## src/rtl/g31_sha256_ctrl_if.sv

```systemverilog
// g31_sha256_ctrl_if
// Avalon-MM slave bundle between the HPS lightweight bridge and the SHA-256
// sequencer register file.
//   avs_address   : word address (5 bits)
//   avs_write     : write strobe, avs_writedata sampled on the same edge
//   avs_read      : read strobe, avs_readdata valid one cycle later
//   avs_readdata  : registered read data
// Modports: master (bridge side) and slave (register file side).
interface g31_sha256_ctrl_if;
  logic [4:0]  avs_address;
  logic        avs_write;
  logic [31:0] avs_writedata;
  logic        avs_read;
  logic [31:0] avs_readdata;

  modport master (
    output avs_address,
    output avs_write,
    output avs_writedata,
    output avs_read,
    input  avs_readdata
  );

  modport slave (
    input  avs_address,
    input  avs_write,
    input  avs_writedata,
    input  avs_read,
    output avs_readdata
  );
endinterface

```

## src/rtl/g31_sha256_ctrl.sv

```systemverilog
// g31_sha256_ctrl
// Sequencer for the SHA-256 compression datapath (g31_sha256_core). Holds one
// 16-word message block written over Avalon-MM and walks the datapath through
// INIT -> LOAD -> ROUNDS x ROUND -> UPDATE, reporting busy/done/overrun, a
// processed-block counter and a level interrupt.
//
// Ports:
//   clk_clk       : system clock
//   reset_reset   : asynchronous active-high reset
//   avs           : Avalon-MM slave (g31_sha256_ctrl_if.slave)
//   irq           : level interrupt, registered done & irq_en
//   core_init     : 1-cycle pulse, datapath loads the FIPS IV (only if init_iv)
//   core_load     : 1-cycle pulse, working vars <= H0..H7
//   core_round_en : high for ROUNDS cycles
//   core_t        : round index, 0 outside ROUND
//   core_msg      : M[core_t[3:0]] straight from the buffer
//   core_update   : 1-cycle pulse, H[i] += working var
//   core_hash     : H0 in [255:224] down to H7 in [31:0]
//   dbg_led       : (G31_SHA_CTRL_DEBUG_EN only) {state, core_t, busy}, registered
//
// Register map (word addresses):
//   0x00-0x0F M0..M15 (rw, writes while busy are dropped and flag overrun)
//   0x10 CTRL   bit0 start (W1 pulse, reads 0), bit1 init_iv, bit2 irq_en
//   0x11 STATUS bit0 busy, bit1 done (W1C), bit2 overrun (W1C), [15:8] blkcnt,
//               [31:24] ignored-start count with G31_SHA_CTRL_DEBUG_EN, else 0
//   0x18-0x1F H0..H7 from core_hash
//
// Optional feature macro: G31_SHA_CTRL_DEBUG_EN
module g31_sha256_ctrl #(
  parameter int ROUNDS   = 64,
  parameter int BLKCNT_W = 8
) (
  input  logic                  clk_clk,
  input  logic                  reset_reset,
  g31_sha256_ctrl_if.slave      avs,
  output logic                  irq,
  output logic                  core_init,
  output logic                  core_load,
  output logic                  core_round_en,
  output logic [5:0]            core_t,
  output logic [31:0]           core_msg,
  output logic                  core_update,
  input  logic [255:0]          core_hash
`ifdef G31_SHA_CTRL_DEBUG_EN
  ,
  output logic [9:0]            dbg_led
`endif
);

  localparam int T_W = (ROUNDS > 1) ? $clog2(ROUNDS) : 1;

  // State encodings double as the debug state codes.
  localparam logic [2:0] S_IDLE   = 3'd0;
  localparam logic [2:0] S_INIT   = 3'd1;
  localparam logic [2:0] S_LOAD   = 3'd2;
  localparam logic [2:0] S_ROUND  = 3'd3;
  localparam logic [2:0] S_UPDATE = 3'd4;

  logic [2:0]          state_reg, state_next;
  logic [T_W-1:0]      t_reg, t_next;
  logic                init_iv_reg;
  logic                irq_en_reg;
  logic                done_reg;
  logic                overrun_reg;
  logic                irq_reg;
  logic [BLKCNT_W-1:0] blkcnt_reg;
  logic [31:0]         rdata_reg;
  logic [31:0]         rdata_next;
  logic [7:0]          ign_byte;

  logic [31:0] m_word [16];
  logic [31:0] h_word [8];

  logic busy;
  logic wr_msg, wr_ctrl, wr_status;
  logic start_req, start_ok, overrun_set;

  assign busy        = (state_reg != S_IDLE);
  assign wr_msg      = avs.avs_write && (avs.avs_address[4] == 1'b0);
  assign wr_ctrl     = avs.avs_write && (avs.avs_address == 5'h10);
  assign wr_status   = avs.avs_write && (avs.avs_address == 5'h11);
  assign start_req   = wr_ctrl && avs.avs_writedata[0];
  assign start_ok    = start_req && !busy;
  // Both a start and a buffer write during a block would corrupt the run,
  // so they are dropped and remembered.
  assign overrun_set = busy && (start_req || wr_msg);

  // Message buffer: one register per word so the reset can clear all of it.
  genvar gi;
  generate
    for (gi = 0; gi < 16; gi++) begin : g_msg
      logic [31:0] word_reg;
      always_ff @(posedge clk_clk or posedge reset_reset) begin
        if (reset_reset) begin
          word_reg <= '0;
        end else if (wr_msg && !busy && (avs.avs_address[3:0] == 4'(gi))) begin
          word_reg <= avs.avs_writedata;
        end
      end
      assign m_word[gi] = word_reg;
    end

    for (gi = 0; gi < 8; gi++) begin : g_hash
      assign h_word[gi] = core_hash[255 - 32*gi -: 32];
    end
  endgenerate

  // Sequencer next-state logic.
  always_comb begin
    state_next = state_reg;
    t_next     = t_reg;
    case (state_reg)
      S_IDLE:   if (start_ok) state_next = S_INIT;
      S_INIT:   state_next = S_LOAD;
      S_LOAD: begin
        state_next = S_ROUND;
        t_next     = '0;
      end
      S_ROUND: begin
        if (t_reg == T_W'(ROUNDS - 1)) begin
          state_next = S_UPDATE;
          t_next     = '0;
        end else begin
          t_next = t_reg + T_W'(1);
        end
      end
      S_UPDATE: state_next = S_IDLE;
      default:  state_next = S_IDLE;
    endcase
  end

  // Datapath controls decode straight from state so a reset drops them at once.
  assign core_init     = (state_reg == S_INIT) && init_iv_reg;
  assign core_load     = (state_reg == S_LOAD);
  assign core_round_en = (state_reg == S_ROUND);
  assign core_update   = (state_reg == S_UPDATE);
  assign core_t        = (state_reg == S_ROUND) ? 6'(t_reg) : 6'd0;
  assign core_msg      = m_word[core_t[3:0]];
  assign irq           = irq_reg;

`ifdef G31_SHA_CTRL_DEBUG_EN
  logic [7:0] ign_cnt_reg;

  always_ff @(posedge clk_clk or posedge reset_reset) begin
    if (reset_reset) begin
      ign_cnt_reg <= '0;
      dbg_led     <= '0;
    end else begin
      if (start_req && busy && (ign_cnt_reg != 8'hFF)) begin
        ign_cnt_reg <= ign_cnt_reg + 8'd1;
      end
      dbg_led <= {state_reg, core_t, busy};
    end
  end

  assign ign_byte = ign_cnt_reg;
`else
  assign ign_byte = 8'h00;
`endif

  // Read mux, registered below only when avs_read is high.
  always_comb begin
    rdata_next = '0;
    if (avs.avs_address[4] == 1'b0) begin
      rdata_next = m_word[avs.avs_address[3:0]];
    end else if (avs.avs_address == 5'h10) begin
      rdata_next = {29'd0, irq_en_reg, init_iv_reg, 1'b0};
    end else if (avs.avs_address == 5'h11) begin
      rdata_next = {ign_byte, 8'd0, 8'(blkcnt_reg), 5'd0, overrun_reg, done_reg, busy};
    end else if (avs.avs_address[4:3] == 2'b11) begin
      rdata_next = h_word[avs.avs_address[2:0]];
    end
  end

  assign avs.avs_readdata = rdata_reg;

  always_ff @(posedge clk_clk or posedge reset_reset) begin
    if (reset_reset) begin
      state_reg   <= S_IDLE;
      t_reg       <= '0;
      init_iv_reg <= 1'b0;
      irq_en_reg  <= 1'b0;
      done_reg    <= 1'b0;
      overrun_reg <= 1'b0;
      irq_reg     <= 1'b0;
      blkcnt_reg  <= '0;
      rdata_reg   <= '0;
    end else begin
      state_reg <= state_next;
      t_reg     <= t_next;

      if (wr_ctrl) begin
        init_iv_reg <= avs.avs_writedata[1];
        irq_en_reg  <= avs.avs_writedata[2];
      end

      // A fresh IV starts a new message, so the block count restarts too.
      if (state_reg == S_UPDATE) begin
        blkcnt_reg <= blkcnt_reg + BLKCNT_W'(1);
      end else if (start_ok && avs.avs_writedata[1]) begin
        blkcnt_reg <= '0;
      end

      // Setting beats a same-cycle W1C so a completion is never lost.
      if (state_reg == S_UPDATE) begin
        done_reg <= 1'b1;
      end else if (wr_status && avs.avs_writedata[1]) begin
        done_reg <= 1'b0;
      end

      if (overrun_set) begin
        overrun_reg <= 1'b1;
      end else if (wr_status && avs.avs_writedata[2]) begin
        overrun_reg <= 1'b0;
      end

      irq_reg <= done_reg && irq_en_reg;

      if (avs.avs_read) begin
        rdata_reg <= rdata_next;
      end
    end
  end

endmodule

```

## src/flat_wrapper.sv

```systemverilog
// flat-port wrapper written by rule: the top's interface ports become plain ports
module g31_sha256_ctrl_flat 
#(
  parameter int ROUNDS   = 64,
  parameter int BLKCNT_W = 8
)
  (clk_clk, reset_reset, irq, core_init, core_load, core_round_en, core_t, core_msg, core_update, core_hash, avs_avs_address, avs_avs_write, avs_avs_writedata, avs_avs_read, avs_avs_readdata);
  g31_sha256_ctrl_if avs_i ();
  input  logic clk_clk;
  input  logic reset_reset;
  output logic irq;
  output logic core_init;
  output logic core_load;
  output logic core_round_en;
  output logic [5:0] core_t;
  output logic [31:0] core_msg;
  output logic core_update;
  input  logic [255:0] core_hash;
  input wire logic [$bits(avs_i.avs_address)-1:0] avs_avs_address;
  input wire logic [$bits(avs_i.avs_write)-1:0] avs_avs_write;
  input wire logic [$bits(avs_i.avs_writedata)-1:0] avs_avs_writedata;
  input wire logic [$bits(avs_i.avs_read)-1:0] avs_avs_read;
  output wire logic [$bits(avs_i.avs_readdata)-1:0] avs_avs_readdata;
  assign avs_i.avs_address = avs_avs_address;
  assign avs_i.avs_write = avs_avs_write;
  assign avs_i.avs_writedata = avs_avs_writedata;
  assign avs_i.avs_read = avs_avs_read;
  assign avs_avs_readdata = avs_i.avs_readdata;
  g31_sha256_ctrl #(.ROUNDS(ROUNDS), .BLKCNT_W(BLKCNT_W)) u_core (.clk_clk(clk_clk), .reset_reset(reset_reset), .avs(avs_i), .irq(irq), .core_init(core_init), .core_load(core_load), .core_round_en(core_round_en), .core_t(core_t), .core_msg(core_msg), .core_update(core_update), .core_hash(core_hash));
endmodule
```

## config.mk

```make
export PLATFORM = sky130hd
export DESIGN_NAME = g31_sha256_ctrl_flat
export DESIGN_NICKNAME = d
export VERILOG_FILES = /design/src/rtl/g31_sha256_ctrl_if.sv /design/src/rtl/g31_sha256_ctrl.sv /design/src/flat_wrapper.sv
export SDC_FILE = /design/constraint.sdc
export NUM_CORES = 2
export LEC_CHECK = 0
export BUFFER_PORTS_ARGS = -buffer_cell sky130_fd_sc_hd__buf_2
export CAP_MARGIN = 25
export CELL_PAD_IN_SITES_DETAIL_PLACEMENT = 1
export CELL_PAD_IN_SITES_GLOBAL_PLACEMENT = 2
export CORE_MARGIN = 4
export CORE_UTILIZATION = 41
export DETAILED_ROUTE_END_ITERATION = 10
export PLACE_DENSITY = 0.8
export SLEW_MARGIN = 5
export SYNTH_ARGS = -nofsm -noshare
export SYNTH_HDL_FRONTEND = slang
export SYNTH_SLANG_ARGS = --single-unit
export TNS_END_PERCENT = 20
```

## constraint.sdc

```tcl
create_clock -name clk_clk -period 24.4 [get_ports clk_clk]
set_clock_uncertainty 0.2 [all_clocks]
set_input_delay 4.88 -clock clk_clk [delete_from_list [all_inputs] [get_ports clk_clk]]
set_output_delay 4.88 -clock clk_clk [all_outputs]
set_load 0.05 [all_outputs]
```

==> summary.txt <==
======================================================================================
Main synth FF type                                                             dfrtp_1
Run status                                                                complete, no violations
Kind of end point of the critical path                                      output pin
Length of the first detailed-routing pass in iterations                              5
Met2 wire length                                                              57300 µm
Class of the tightest hold or removal check                                 reg -> reg
Unique cell type count in the Yosys netlist                                         60
Max reg flops                                                                      512
Die ar.                                                                     0.0853 mm²
Net count of the finished layout                                                  3154
Sequential group share of total power                                            44.7%
Clock latency of the later-clocked register in the worst-skew pair             0.61 ns
TritonCTS clock tree                                                             built
Minimum period implied by the final worst setup slack                          9.57 ns
Synthesized Nets                                                                  2930
Net Sw Frac                                                                      24.0%
Weighted congestion at the end of routability-driven global placement            0.964
Clock slew at the register clock pins of the worst setup and hold paths        0.06 ns
Worst Setup Start Kind                                                       flip-flop
Worst EP required                                                             19.32 ns
Power dissipated by switching net loads                                         509 µW
All-layer global routing usage                                                   27.3%
Setup Slack @ Placement                                                       15.31 ns
EDFF count, synth                                                                    0
Power share of the combinational group                                            7.5%
Power per Cell Area                                                        55.9 mW/mm²
Highest net fanout along the worst path                                             94
Yosys warning count                                                                  0
Global-route wire length before repair                                       178000 µm
Vias per inst                                                                     6.28
Count of hold-fix buffers inserted at cts                                            0
CP Data Arrival Time                                                           4.49 ns
Final WS setup                                                                14.83 ns
Site row count                                                                     103
FF+latch count, synth                                                              566
Wire length per cell                                                           30.2 µm
Wire length on met1                                                           48800 µm
Width of the chip                                                               292 µm
Layout area overhead                                                             14.5%
Starting DRC count in detailed routing                                            1522
Count of antenna-violating nets left after detailed routing                          0
Setup Fix Bufs, Post-CTS                                                             0
Max Slew Vio Count                                                                   0
Routed wire length                                                           120000 µm
Resized Gates After CTS                                                              0
Maximum vdd ir drop                                                          0.0415 mV
Initial antenna violation count                                                     17
Transition time at the pin with the least slew margin                          1.09 ns
Fraction of power consumed by the clock network                                  47.7%
Std-Cell Core Area                                                          0.0795 mm²
TritonCTS Buffers                                                                   66
Top Ports                                                                          372
Clock buffer depth                                                                   3
Maximum clock frequency                                                      0.105 GHz
Worst Path Class, Setup                                                     reg -> out
Effective utilization at floorplan                                               41.6%
Layout Utilization                                                               47.7%
DR WL met3                                                                     8900 µm
Proportion of synthesized chip area in sequential cells                          42.8%
Number of instances in the synthesized netlist                                    2631
Worst slew slack as a fraction of its limit                                      27.3%
DR vias                                                                          24800
LEAKAGE                                                                      0.0183 µW
Final worst-path cycle share                                                     39.2%
GR Overflow Total                                                                    0
Internal Dissipation                                                           1610 µW
PortBufs                                                                           371
Overall power of the completed layout                                          2120 µW
CTS H-Tree Depth                                                                     3
Fraction of synthesis flops using an asynchronous set or reset pin                100%
Max capacitance violation total                                                      0
Vias in the first global route                                                   27200
Layout fillers                                                                    8211
Root Driver                                                                  clkbuf_16
Final Hold Violating Endpoints                                                       0
Post-synth design cell area                                                 0.0331 mm²
Pin count of the biggest net entering global routing                               137
Unrepaired setup endpoints after global routing                                  false
Post-DP HPWL                                                                  72500 µm
Layout cells sized above 1                                                       25.3%
TritonCTS sink count                                                               566
DIE HEIGHT                                                                      292 µm
Final setup violation count                                                          0
Total negative slack for setup checks                                             0 ns
Max Used Layer                                                                    met5
Per-instance average area after synthesis                                     12.6 µm²
DRC viols                                                                            0
======================================================================================
## final timing paths
kind | slack, ns | startpoint | to | cells past startpoint
setup / recovery | 14.83 | u_core.t_reg[0] | core_msg[13] | 7
min in group asynchronous | 4.07 | reset_reset | u_core.g_msg[11].word_reg[26] | 2
max in group asynchronous | 17.58 | reset_reset | u_core.g_msg[7].word_reg[16] | 6
hold reg to reg | 0.28 | u_core.avs.avs_readdata[4] | u_core.avs.avs_readdata[4] | 1
hold / removal | 0.28 | u_core.avs.avs_readdata[4] | u_core.avs.avs_readdata[4] | 1
setup reg to reg | 20.50 | u_core.state_reg[0] | u_core.g_msg[1].word_reg[25] | 4
## power groups by stage
stage | Combinational [µW] | Clock, µW | Sequential [µW]
5_1_grt | 172 | 1070 | 947
3_3_place_gp | 155 | 0 | 964
2_1_floorplan | 81.4 | 0 | 978
6_report | 160 | 1010 | 947
4_1_cts | 160 | 1030 | 947
3_5_place_dp | 159 | 0 | 964
## cells in the mapped netlist (9+ instances only)
cell	n	area, µm²
nand3b_1	9	67.6
a211o_1	20	175
mux2_1	514	5790
o211a_1	128	1280
a21oi_1	35	175
buf_1	21	78.8
o22ai_1	33	206
a22o_1	11	96.3
nand2_1	74	278
buf_2	107	536
mux4_2	180	4050
or4_1	32	240
a211oi_1	122	916
mux2i_1	191	1910
nor2b_1	133	832
nor2_1	154	578
clkbuf_1	124	465
buf_4	17	128
nand3_1	22	110
nand4_1	11	68.8
and2_1	9	56.3
dfrtp_1	566	14200
## per-stage QoR
stage / hold slack (ns) / cells / instance area, µm²
2_1_floorplan: 0.256 / 2631 / 33100
3_3_place_gp: 0.270 / 3829 / 35500
3_5_place_dp: 0.275 / 3831 / 35500
4_1_cts: 0.286 / 3948 / 37800
5_1_grt: 0.304 / 3955 / 37900
6_report: 0.283 / 3955 / 37900
## logic make-up (layout without fill, tap and decap cells)
family / count (synthesis) / in the layout / share of synthesized area [%]
AOI/OAI and AO/OA: 399 / 399 / 9.78
xor gates and xnor gates: 4 / 4 / 0.106
adders and majority gates: 2 / 2 / 0.0756
buffers and inverters: 282 / 555 / 3.82
DFF: 566 / 566 / 42.8
muxes: 893 / 893 / 35.8
other: 0 / 1 / 0
and+or+nand+nor: 485 / 485 / 7.63
## layout make-up
class	count	area [µm²]	area share, %
Multi-Input combinational cell	1783	17700	46.7
Sequential cell	566	14200	37.4
Timing Repair Buffer	426	2440	6.43
Clock buffer	108	2140	5.64
Tap cell	1050	1310	3.47
Clock inverter	9	72.6	0.191
Inverter	12	55.1	0.145
Antenna cell	1	2.50	0.00660
## cells in the final DEF (no fill, tap or decap), drive strengths merged, types with 5 or more instances in the layout
cell	Yosys	final
a21oi	35	35
mux2	522	522
o22ai	33	33
nand3b	10	10
a31oi	5	5
a211oi	122	122
dfrtp	566	566
a211o	20	20
nand2b	7	7
nor2	154	154
nor2b	133	133
clkinv	0	7
a22oi	6	6
o21ai	7	7
clkbuf	124	108
a22o	11	11
nand3	22	22
nand4	11	11
o211a	128	128
inv	12	12
a41oi	6	6
or3	7	7
mux2i	191	191
nand2	74	74
and2	9	9
or4	32	32
mux4	180	180
buf	146	426
a311oi	7	7
nor3	7	7
## critical path, stage by stage (launching register included)
cell	delay, ns
dfrtp_4	0.81
nand4b_1	0.27
buf_4	0.64
buf_12	0.71
mux2i_1	0.27
a211oi_1	0.09
or4_1	0.69
buf_2	0.28
## layer usage
| metal | track usage, % | vias to the layer above |
|---|---|---|
| li1 | - | 10400 |
| met1 | 34.9 | 13200 |
| met2 | 45.2 | 973 |
| met3 | 6.19 | 237 |
| met4 | 10.8 | 8 |
| met5 | 0 | - |
Note: power is estimated with default switching activity, not from simulation.
